<file path="config.mk">
export PLATFORM = sky130hd
export DESIGN_NAME = serial_frame_rx
export DESIGN_NICKNAME = d
export VERILOG_FILES = /design/src/rtl/serial_frame_pkg.sv /design/src/rtl/frame_shift_reg.sv /design/src/rtl/serial_frame_rx.sv
export SDC_FILE = /design/constraint.sdc
export NUM_CORES = 1
export LEC_CHECK = 0
export BUFFER_PORTS_ARGS = -buffer_cell sky130_fd_sc_hd__clkbuf_2
export CORE_MARGIN = 2
export CORE_UTILIZATION = 57
export DETAILED_ROUTE_END_ITERATION = 12
export PLACE_DENSITY = 0.81
export REMOVE_ABC_BUFFERS = 1
export SLEW_MARGIN = 0
export SYNTH_ARGS = -nofsm -noshare
export SYNTH_HDL_FRONTEND = slang
export SYNTH_SLANG_ARGS = --single-unit
</file>
<file path="constraint.sdc">
create_clock -name C -period 4.1 [get_ports C]
set_clock_uncertainty 0.15 [all_clocks]
set_input_delay 0.615 -clock C [delete_from_list [all_inputs] [get_ports C]]
set_output_delay 0.615 -clock C [all_outputs]
set_load 0.02 [all_outputs]
</file>
<file path="src/rtl/serial_frame_pkg.sv">
// Shared types and default framing constants for the serial frame receiver.
package serial_frame_pkg;

    typedef enum logic {
        HUNT = 1'b0,
        DATA = 1'b1
    } state_t;

    localparam int              DEF_WIDTH    = 8;
    localparam int              DEF_SYNC_LEN = 4;
    localparam logic [3:0]      DEF_SYNC     = 4'b1011;

endpackage

</file>
<file path="src/rtl/frame_shift_reg.sv">
// Parameterised shift register with enable and synchronous clear.
// LSB_FIRST=0 shifts toward the MSB (new bit at bit 0); LSB_FIRST=1 shifts toward the LSB.
module frame_shift_reg #(
    parameter int N         = 8,
    parameter bit LSB_FIRST = 1'b0
) (
    input  logic         C,
    input  logic         R,
    input  logic         en,
    input  logic         clr,
    input  logic         d,
    output logic [N-1:0] q
);

    logic [N-1:0] r_q;
    logic [N-1:0] w_shift;

    generate
        if (LSB_FIRST) begin : g_right
            assign w_shift = {d, r_q[N-1:1]};
        end else begin : g_left
            assign w_shift = {r_q[N-2:0], d};
        end
    endgenerate

    always_ff @(posedge C or negedge R) begin
        if (!R) begin
            r_q <= '0;
        end else if (clr) begin
            r_q <= '0;
        end else if (en) begin
            r_q <= w_shift;
        end
    end

    assign q = r_q;

endmodule

</file>
<file path="src/rtl/serial_frame_rx.sv">
// Serial frame receiver: hunts for a sync pattern, then collects WIDTH data bits
// LSB-first into a one-deep output register with valid/ready handshake.
//
// state | meaning
// HUNT  | shifting bits into the history register, looking for SYNC
// DATA  | collecting data bits; busy=1
module serial_frame_rx
    import serial_frame_pkg::*;
#(
    parameter int                  WIDTH    = DEF_WIDTH,
    parameter int                  SYNC_LEN = DEF_SYNC_LEN,
    parameter logic [SYNC_LEN-1:0] SYNC     = SYNC_LEN'(DEF_SYNC)
) (
    input  logic             C,
    input  logic             R,
    input  logic             si,
    input  logic             si_vld,
    output logic [WIDTH-1:0] dout,
    output logic             dout_vld,
    input  logic             dout_rdy,
    output logic             busy,
    output logic             ovf,
    output logic [7:0]       fcnt
);

    localparam int CNT_W = $clog2(WIDTH);

    state_t              r_state, w_state_nxt;
    logic [CNT_W-1:0]    r_cnt, w_cnt_nxt;
    logic [SYNC_LEN-1:0] w_hist;
    logic [SYNC_LEN-1:0] w_hist_shift;
    logic [WIDTH-1:0]    w_data;
    logic [WIDTH-1:0]    w_frame;
    logic [WIDTH-1:0]    r_dout;
    logic                r_dout_vld;
    logic                r_ovf;
    logic [7:0]          r_fcnt;
    logic                w_hunt_en, w_data_en;
    logic                w_match, w_last, w_load;

    assign w_hunt_en    = si_vld && (r_state == HUNT);
    assign w_data_en    = si_vld && (r_state == DATA);
    assign w_hist_shift = {w_hist[SYNC_LEN-2:0], si};
    assign w_match      = w_hunt_en && (w_hist_shift == SYNC);
    assign w_last       = w_data_en && (r_cnt == CNT_W'(WIDTH - 1));
    assign w_frame      = {si, w_data[WIDTH-1:1]};
    // The output register takes a new frame if it is empty or being drained this cycle.
    assign w_load       = w_last && (!r_dout_vld || dout_rdy);

    // History is cleared at frame end so the sync search never overlaps the data tail.
    frame_shift_reg #(.N(SYNC_LEN), .LSB_FIRST(1'b0)) u_hist (
        .C   (C),
        .R   (R),
        .en  (w_hunt_en),
        .clr (w_last),
        .d   (si),
        .q   (w_hist)
    );

    frame_shift_reg #(.N(WIDTH), .LSB_FIRST(1'b1)) u_data (
        .C   (C),
        .R   (R),
        .en  (w_data_en),
        .clr (w_match),
        .d   (si),
        .q   (w_data)
    );

    always_comb begin
        w_state_nxt = r_state;
        w_cnt_nxt   = r_cnt;
        case (r_state)
            HUNT: begin
                if (w_match) begin
                    w_state_nxt = DATA;
                    w_cnt_nxt   = '0;
                end
            end
            DATA: begin
                if (w_last) begin
                    w_state_nxt = HUNT;
                    w_cnt_nxt   = '0;
                end else if (w_data_en) begin
                    w_cnt_nxt = r_cnt + 1'b1;
                end
            end
            default: begin
                w_state_nxt = HUNT;
                w_cnt_nxt   = '0;
            end
        endcase
    end

    always_ff @(posedge C or negedge R) begin
        if (!R) begin
            r_state <= HUNT;
            r_cnt   <= '0;
        end else begin
            r_state <= w_state_nxt;
            r_cnt   <= w_cnt_nxt;
        end
    end

    always_ff @(posedge C or negedge R) begin
        if (!R) begin
            r_dout     <= '0;
            r_dout_vld <= 1'b0;
            r_ovf      <= 1'b0;
            r_fcnt     <= '0;
        end else begin
            if (w_load) begin
                r_dout     <= w_frame;
                r_dout_vld <= 1'b1;
                r_fcnt     <= r_fcnt + 8'd1;
            end else if (r_dout_vld && dout_rdy) begin
                r_dout_vld <= 1'b0;
            end
            if (w_last && !w_load) begin
                r_ovf <= 1'b1;
            end
        end
    end

    assign dout     = r_dout;
    assign dout_vld = r_dout_vld;
    assign ovf      = r_ovf;
    assign fcnt     = r_fcnt;
    assign busy     = (r_state == DATA);

endmodule
</file>
[Word level (Yosys, flattened, before mapping)]
Cells that the tools add are included.
Word-level totals
  register bits: 33
  output and inout port bits: 19
Cells by class
  mux-type cells: 13
  reduce and logical (&&, ||, !) cells: 14
  eq/ne operators: 4
  bitwise operators: 1
  $add $sub $neg: 2
Operator list (count)
  8-bit 2-to-1 mux: 2
  3-bit 2-to-1 mux: 5
  8-bit by 1-bit adder with 8-bit output (second input constant): 1
  1-bit logical AND: 7
  3-bit case mux with 2 select lines: 1
  2-bit nonzero test: 3
  4-bit == test (second input constant): 1
  1-bit 2-to-1 mux: 4
  3-bit by 1-bit adder with 3-bit output (second input constant): 1
  3-bit == test (second input constant): 1
  3-bit by 1-bit inequality test with 1-bit output (second input constant): 1
  1-bit zero test: 2
  2-bit by 1-bit inequality test with 1-bit output (second input constant): 1
  1-bit case mux with 2 select lines: 1
  2-bit AND reduction: 1
  1-bit logical OR: 1
  1-bit inverter: 1

[Depth between registers and ports, before layout]
Gate-level depths: netlist of run 1.
  depth after elaboration: 5
  gate-level depth with buffers: 5

[By module]
From an unflattened synthesis of run 1, not the netlist that was laid out.
Unflattened totals
  cells, all modules: 112
  area total of the unflattened synthesis: 1447.6 um^2
By module, submodules not included
  serial_frame_rx: times used 1, sequential area each 550.5 um^2, cells an instance 73, area an instance 962.2 um^2
  frame_shift_reg at u_data: times used 1, sequential area each 200.2 um^2, cells an instance 26, area an instance 325.3 um^2
  frame_shift_reg at u_hist: times used 1, sequential area each 100.1 um^2, cells an instance 13, area an instance 160.2 um^2

[Least setup slack after synthesis of run 1]
Ideal clock, no wire load.
  path kind: reg2reg
  start: reg r_cnt[0]
  end: reg r_dout[0] (netlist: dout[0])
  stages on the path, launching flop included: 6
  path slack: 2.415 ns
  arrival: 1.407 ns
  library setup time: 0.128 ns
  data required time: 3.822 ns
  cells stage by stage: dfrtp_1 > ha_1 > ha_1 > nand3_4 > nor2_8 > mux2_1
Between the ends
  cells in the longest elaborated chain, start to end: 3
RTL lines
  start: declaration: line serial_frame_rx.sv:29  | logic [CNT_W-1:0] r_cnt, w_cnt_nxt;
  start signal: assignment: line serial_frame_rx.sv:100  | r_cnt <= w_cnt_nxt;
  3-bit == test: line serial_frame_rx.sv:45  | assign w_last = w_data_en && (r_cnt == CNT_W'(WIDTH - 1));
  1-bit logical AND: line serial_frame_rx.sv:45
  1-bit logical AND: line serial_frame_rx.sv:48  | assign w_load = w_last && (!r_dout_vld || dout_rdy);
  end signal: assignment: line serial_frame_rx.sv:112  | r_dout <= w_frame;
  end: declaration: line serial_frame_rx.sv:34  | logic [WIDTH-1:0] r_dout;
Every way passes these cells.
A chain may end at the register's enable or synchronous reset.

[Final worst setup path of run 1]
  start: reg r_cnt[1]
  end: reg r_fcnt[1] (netlist: fcnt[1])
Between the ends
  cells in the longest elaborated chain, start to end: 3
RTL lines
  3-bit == test: line serial_frame_rx.sv:45
  1-bit logical AND: line serial_frame_rx.sv:45
  1-bit logical AND: line serial_frame_rx.sv:48
  end signal: assignment: line serial_frame_rx.sv:114  | r_fcnt <= r_fcnt + 8'd1;
  end: declaration: line serial_frame_rx.sv:37  | logic [7:0] r_fcnt;
Every way passes these cells.

==> impl_metrics.tcl, run 1 <==
set metrics [dict create \
    status "finished clean" \
    grt_antenna_before_repair 0 \
    seq_power_share_pct 54.1 \
    rsz0062_at_grt "false" \
    maxCapViolCount 0 \
    ys.flop_type "dfrtp_1" \
    io_buffers 23 \
    finalSetupTns_ns 0 \
    tightest_slew_ns 0.815 \
    post_cts_resized 0 \
    p_leak_nw 0.821 \
    placed_area_um2 1470 \
    cp.required_ns 4.16 \
    yosys_warnings 0 \
    clkLatencyLatePin_ns 0.32 \
    fp.dieW_um 52.3 \
    via_per_inst 5.65 \
    clock_power_share_pct 21.0 \
    synth.avg_cell_area_um2 14.3 \
    die-area_um2 2740 \
    reg2reg_from "r_cnt[1]" \
    drt_pass1_iterations 4 \
    r2r_end "fcnt[1]" \
    slew_headroom_pct 45.6 \
    regToRegSetupSlack_ns 2.27 \
    final_cell_area_um2 1530 \
    grt_overflow 0 \
    final_layout_size_suffix_gt1_share_pct 31.1 \
    clkTransAtPathRegs_ns 0.10 \
    ctsRootBufferMaster "clkbuf_4" \
    cts_max_level 2 \
    initial_core_util_pct 60.1 \
    synth_cell_types 25 \
    comb_power_share_pct 24.9 \
    wl_mm 2.22 \
    synth-async-reset-ratio_pct 100 \
    num_vias 848 \
    critPathLaunchType "flip-flop" \
    synth_area_leaders "dfrtp_1, a22o_1, mux2_1" \
    ir_drop_mv 0.473 \
    p_sw_uw 287 \
    syn_inst 93 \
    drt_iter0_drc 6 \
    final.min_clock_period_ns 1.83 \
    seq_area_frac_synth_pct 60.2 \
    synth_largest_area_cell "dfrtp_1" \
    period_share_pct 44.7 \
    hold_viol_final 0 \
    critical_path_class "flip-flop to flip-flop" \
    fin_nets 129 \
    cts_buffer_depth 2 \
    hold_slack_ns 0.194 \
    diodes 0 \
    ant_nets 0 \
    p_sw_share_pct 33.0 \
    grt_max_degree 33 \
    fmax_ghz 0.546 \
    hold_path_class "input port to async pin" \
    synth_edf_count 0 \
    hold_buffers 0 \
    die_h_um 52.3 \
    internal-power_uw 582 \
    grt_first_pass_wirelength_mm 3.73 \
    core_area_um2 2210 \
    grt_usage_pct 19.8 \
    post_cts_buffers 0 \
    io_pins 24 \
    synthTopCellsByCount "dfrtp_1, a22o_1, mux2_1, xor2_1" \
    setup_viol 0 \
    syn2layout_area_growth_pct 15.1 \
    reg2regPathDepth 5 \
    timing.final.ws_setup_ns 2.27 \
    netlist.area_leader.share_pct 60.2 \
    ys_ff_latch 32 \
    drc_errors 0 \
    dp_hpwl_mm 1.54 \
    pre_cts_ws_ns 2.00 \
    cts_sinks 32 \
    dp_cells 142 \
    cp_data_arrival_time_ns 1.90 \
    first_global_vias 866 \
    fin_cells 150 \
    final_core_util_pct 69.2 \
    crit_fanout 10 \
    netlist_area_um2 1330 \
    gp_congestion 0.699 \
    maxSlewViolCount 0 \
    numCtsBuffers 5 \
    power_uw 869 \
    cts_tree "yes" \
    cp-end-kind "flip-flop" \
    powerDensity_nw_per_um2 568 \
    wl_per_cell_um 14.8 \
    fp-row-count 17 \
    yosysMostFrequentCell "dfrtp_1" \
]
[worst max-delay path by stage]
stage	start	endpoint	slack (ns)	cells after the start
3_3_place_gp	dout_rdy	dout[6]	2.04	4
3_5_place_dp	dout_rdy	dout[2]	2.00	4
6_report	r_cnt[1]	fcnt[1]	2.27	5
5_1_grt	r_cnt[0]	dout[5]	2.15	5
4_1_cts	r_cnt[1]	dout[5]	2.25	5
2_1_floorplan	dout_rdy	dout[0]	2.24	3
[critical path: stages (launching register included)]
cell and delay, ns:
dfrtp_1 0.37, ha_1 0.16, ha_1 0.25, nand3_4 0.19, nor2_8 0.25, mux2_1 0.35
[flip-flops by register name (all words and copies together), names as in the netlist]
signal,cells
dout,8
fcnt,8
u_data.q,7
busy,1
dout_vld,1
r_cnt,3
ovf,1
u_hist.q,3
[logic make-up (layout without fill, tap and decap cells)]
| group | Yosys count | in the layout | share of synthesized area, % |
|---|---|---|---|
| AO/OA/AOI/OAI | 17 | 17 | 10.3 |
| XOR/XNOR | 7 | 7 | 4.61 |
| adder cells (fa/ha/maj) | 3 | 3 | 2.82 |
| buffers and inverters | 3 | 32 | 1.03 |
| flip-flops | 32 | 32 | 60.2 |
| multiplexers | 10 | 10 | 8.47 |
| AND/OR/NAND/NOR | 21 | 21 | 12.6 |
[layer usage]
| metal | part of all wire [%] | GRT usage (%) | vias up | routed length, µm |
|---|---|---|---|---|
| li1 | - | - | 396 | - |
| met5 | 0 | 0 | - | 0 |
| met3 | 5.2 | 7.14 | 7 | 116 |
| met4 | 1.6 | 10.3 | 0 | 35 |
| met2 | 45 | 31.5 | 21 | 997 |
| met1 | 48 | 23.3 | 424 | 1070 |
[cell usage in the layout (no fill, tap or decap)]
| cell | n |
|---|---|
| clkbuf_8 | 1 |
| o21ai_2 | 1 |
| clkinv_2 | 2 |
| mux2_1 | 9 |
| ha_1 | 3 |
| nor3_1 | 2 |
| and4b_1 | 1 |
| nand3_1 | 3 |
| a22o_1 | 12 |
| xor2_1 | 7 |
| mux2_2 | 1 |
| nor3b_1 | 1 |
| a21oi_1 | 2 |
| nand3_4 | 1 |
| o21bai_1 | 1 |
| nand4_1 | 1 |
| nand2b_1 | 1 |
| clkbuf_4 | 5 |
| and2_1 | 1 |
| nand2_1 | 3 |
| inv_1 | 1 |
| o21ai_1 | 1 |
| and2b_1 | 1 |
| nor2_8 | 1 |
| clkbuf_2 | 23 |
| nor4_2 | 3 |
| dfrtp_1 | 32 |
| nor2b_1 | 2 |
[cell type report]
type,count,area (µm²)
clock buffer,6,51.3
clock inverter,2,10.0
fill,169,681
inverter,1,3.75
multi-input combinational,58,515
sequential,32,801
tap,28,35.0
timing repair buffer,23,115
[power groups by stage]
| stage | clock [mW] | combinational, mW | sequential, mW |
|---|---|---|---|
| after floorplan | 0 | 0.124 | 0.492 |
| after global placement | 0 | 0.209 | 0.469 |
| after detailed placement | 0 | 0.218 | 0.475 |
| after CTS | 0.190 | 0.220 | 0.469 |
| after global routing | 0.203 | 0.240 | 0.482 |
| final | 0.182 | 0.217 | 0.470 |
(Power assumes the default switching activity.)
==> run 2: changes to the inputs <==
Settings changed: CORE_UTILIZATION 57 to 53, PLACE_DENSITY 0.81 to 0.76.
Clock period 4.1 ns to 1.9 ns, I/O delays scaled along.
==> run 2 against run 1 <==
Against the previous run: largest cell class unchanged; highest routed layer unchanged; sequential share of layout area decreased by 1.7 points; flip-flop and latch count unchanged; critical path depth did not move; final area increased by 3.3%; critical path type unchanged; critical endpoint is now dout[5]; via count is 2.8% higher.
==> impl_metrics.tcl, run 2 (synthesis gave the netlist of run 1 again) <==
set metrics [dict create \
    initial_core_util_pct 54.7 \
    final.min_clock_period_ns 1.78 \
    cp.required_ns 1.96 \
    wl_per_cell_um 15.1 \
    p_leak_nw 0.831 \
    hold_slack_ns 0.0872 \
    grt_overflow 0 \
    die_h_um 54.1 \
    cp_cell_sequence "ha_1, ha_2, nand3_4, nor2_4, mux2_1" \
    maxCapViolCount 0 \
    status "finished clean" \
    critPathMaxStageDelay_ns 0.37 \
    num_vias 872 \
    n_fill_cell 198 \
    drt_pass1_iterations 2 \
    drt_iter0_drc 6 \
    ant_nets 0 \
    final_cell_mix "dfrtp_1, clkbuf_2, a22o_1" \
    numCtsBuffers 5 \
    first_global_vias 826 \
    dp_hpwl_mm 1.54 \
    wl_mm 2.38 \
    clkLatencyLatePin_ns 0.33 \
    cts_tree "yes" \
    syn2layout_area_growth_pct 19.0 \
    ctsRootBufferMaster "clkbuf_4" \
    grt_max_degree 33 \
    finalSetupTns_ns 0 \
    crit_fanout 5 \
    setup_viol 0 \
    io_pins 24 \
    clkTransAtPathRegs_ns 0.09 \
    core_area_um2 2430 \
    hold_path_class "input port to flip-flop" \
    maxSlewViolCount 0 \
    hold_viol_final 0 \
    final_cell_area_um2 1580 \
    final_layout_size_suffix_gt1_share_pct 33.1 \
    slew_headroom_pct 51.1 \
    cp_data_arrival_time_ns 1.85 \
    critical_path_class "flip-flop to flip-flop" \
    grt_usage_pct 19.6 \
    final_common_cell "dfrtp_1" \
    grt_first_pass_wirelength_mm 3.73 \
    crit_slowest_cell "dfrtp_1" \
    io_buffers 23 \
    via_per_inst 5.55 \
    crit_family "adder cells" \
    final_core_util_pct 65.1 \
    tightest_slew_ns 0.733 \
    gp_congestion 0.773 \
    cp-end-kind "flip-flop" \
    cp_num_buf_inv 0 \
    critPathLaunchType "flip-flop" \
    cts_sinks 32 \
    fp-row-count 18 \
    diodes 0 \
    ir_drop_mv 0.894 \
    cts_buffer_depth 2 \
    fmax_ghz 0.561 \
    drc_errors 0 \
    die-area_um2 2930 \
    rsz0062_at_grt "false" \
    grt_antenna_before_repair 0 \
    cts_max_level 2 \
    powerDensity_nw_per_um2 1200 \
    period_share_pct 93.8 \
    power_mw 1.90 \
    fp.dieW_um 54.1 \
    placed_area_um2 1470 \
    fin_nets 134 \
]
[run 2: timing repair]
action | CTS | global route
setup buffers | 0 | 2
resized for setup | 0 | 2
setup endpoints to repair | 0 | 9
endpoints found under the hold margin | 32 | 0
hold buffers | 1 | 0
[run 2: worst paths after layout]
check | depth (start not counted) | startpoint | slack [ns] | to
worst min register to register | 1 | fcnt[7] | 0.32 | fcnt[7]
min in group asynchronous | 2 | R | 0.38 | fcnt[4]
worst max-delay path | 5 | r_cnt[0] | 0.12 | dout[5]
max in group asynchronous | 2 | R | 0.75 | r_cnt[1]
worst min-delay path | 2 | si | 0.09 | u_data.q[7]
worst max register to register | 5 | r_cnt[0] | 0.12 | dout[5]
[run 2: power breakdown]
group	internal [mW]	leakage, nW	switching [mW]	total [mW]
registers	0.860	0.430	0.159	1.02
logic	0.225	0.369	0.253	0.478
clock network	0.182	0.0326	0.218	0.401
[run 2: routing by layer]
| metal | GRT usage, % | share of wire [%] | up-vias |
|---|---|---|---|
| met2 | 29.1 | 49 | 16 |
| met4 | 12.5 | 2.8 | 0 |
| met3 | 8.33 | 4.7 | 6 |
| met5 | 0 | 0 | - |
| met1 | 23.3 | 43 | 441 |
| li1 | - | - | 409 |
[run 2: final cells by class]
type	instances	area [µm²]	area share (%)
inverters	1	3.75	0.237
well taps	30	37.5	2.37
flip-flops and latches	32	801	50.6
multi-input cells	60	542	34.2
repair buffers	26	140	8.85
clock buffers	8	58.8	3.72
[run 2: through the flow]
stage / setup WS (ns) / instances
after detailed placement: 0.0701 / 144
after CTS: 0.0529 / 153
after global placement: 0.132 / 144
final: 0.118 / 157
after global routing: 0.0362 / 157
after floorplan: 0.144 / 91
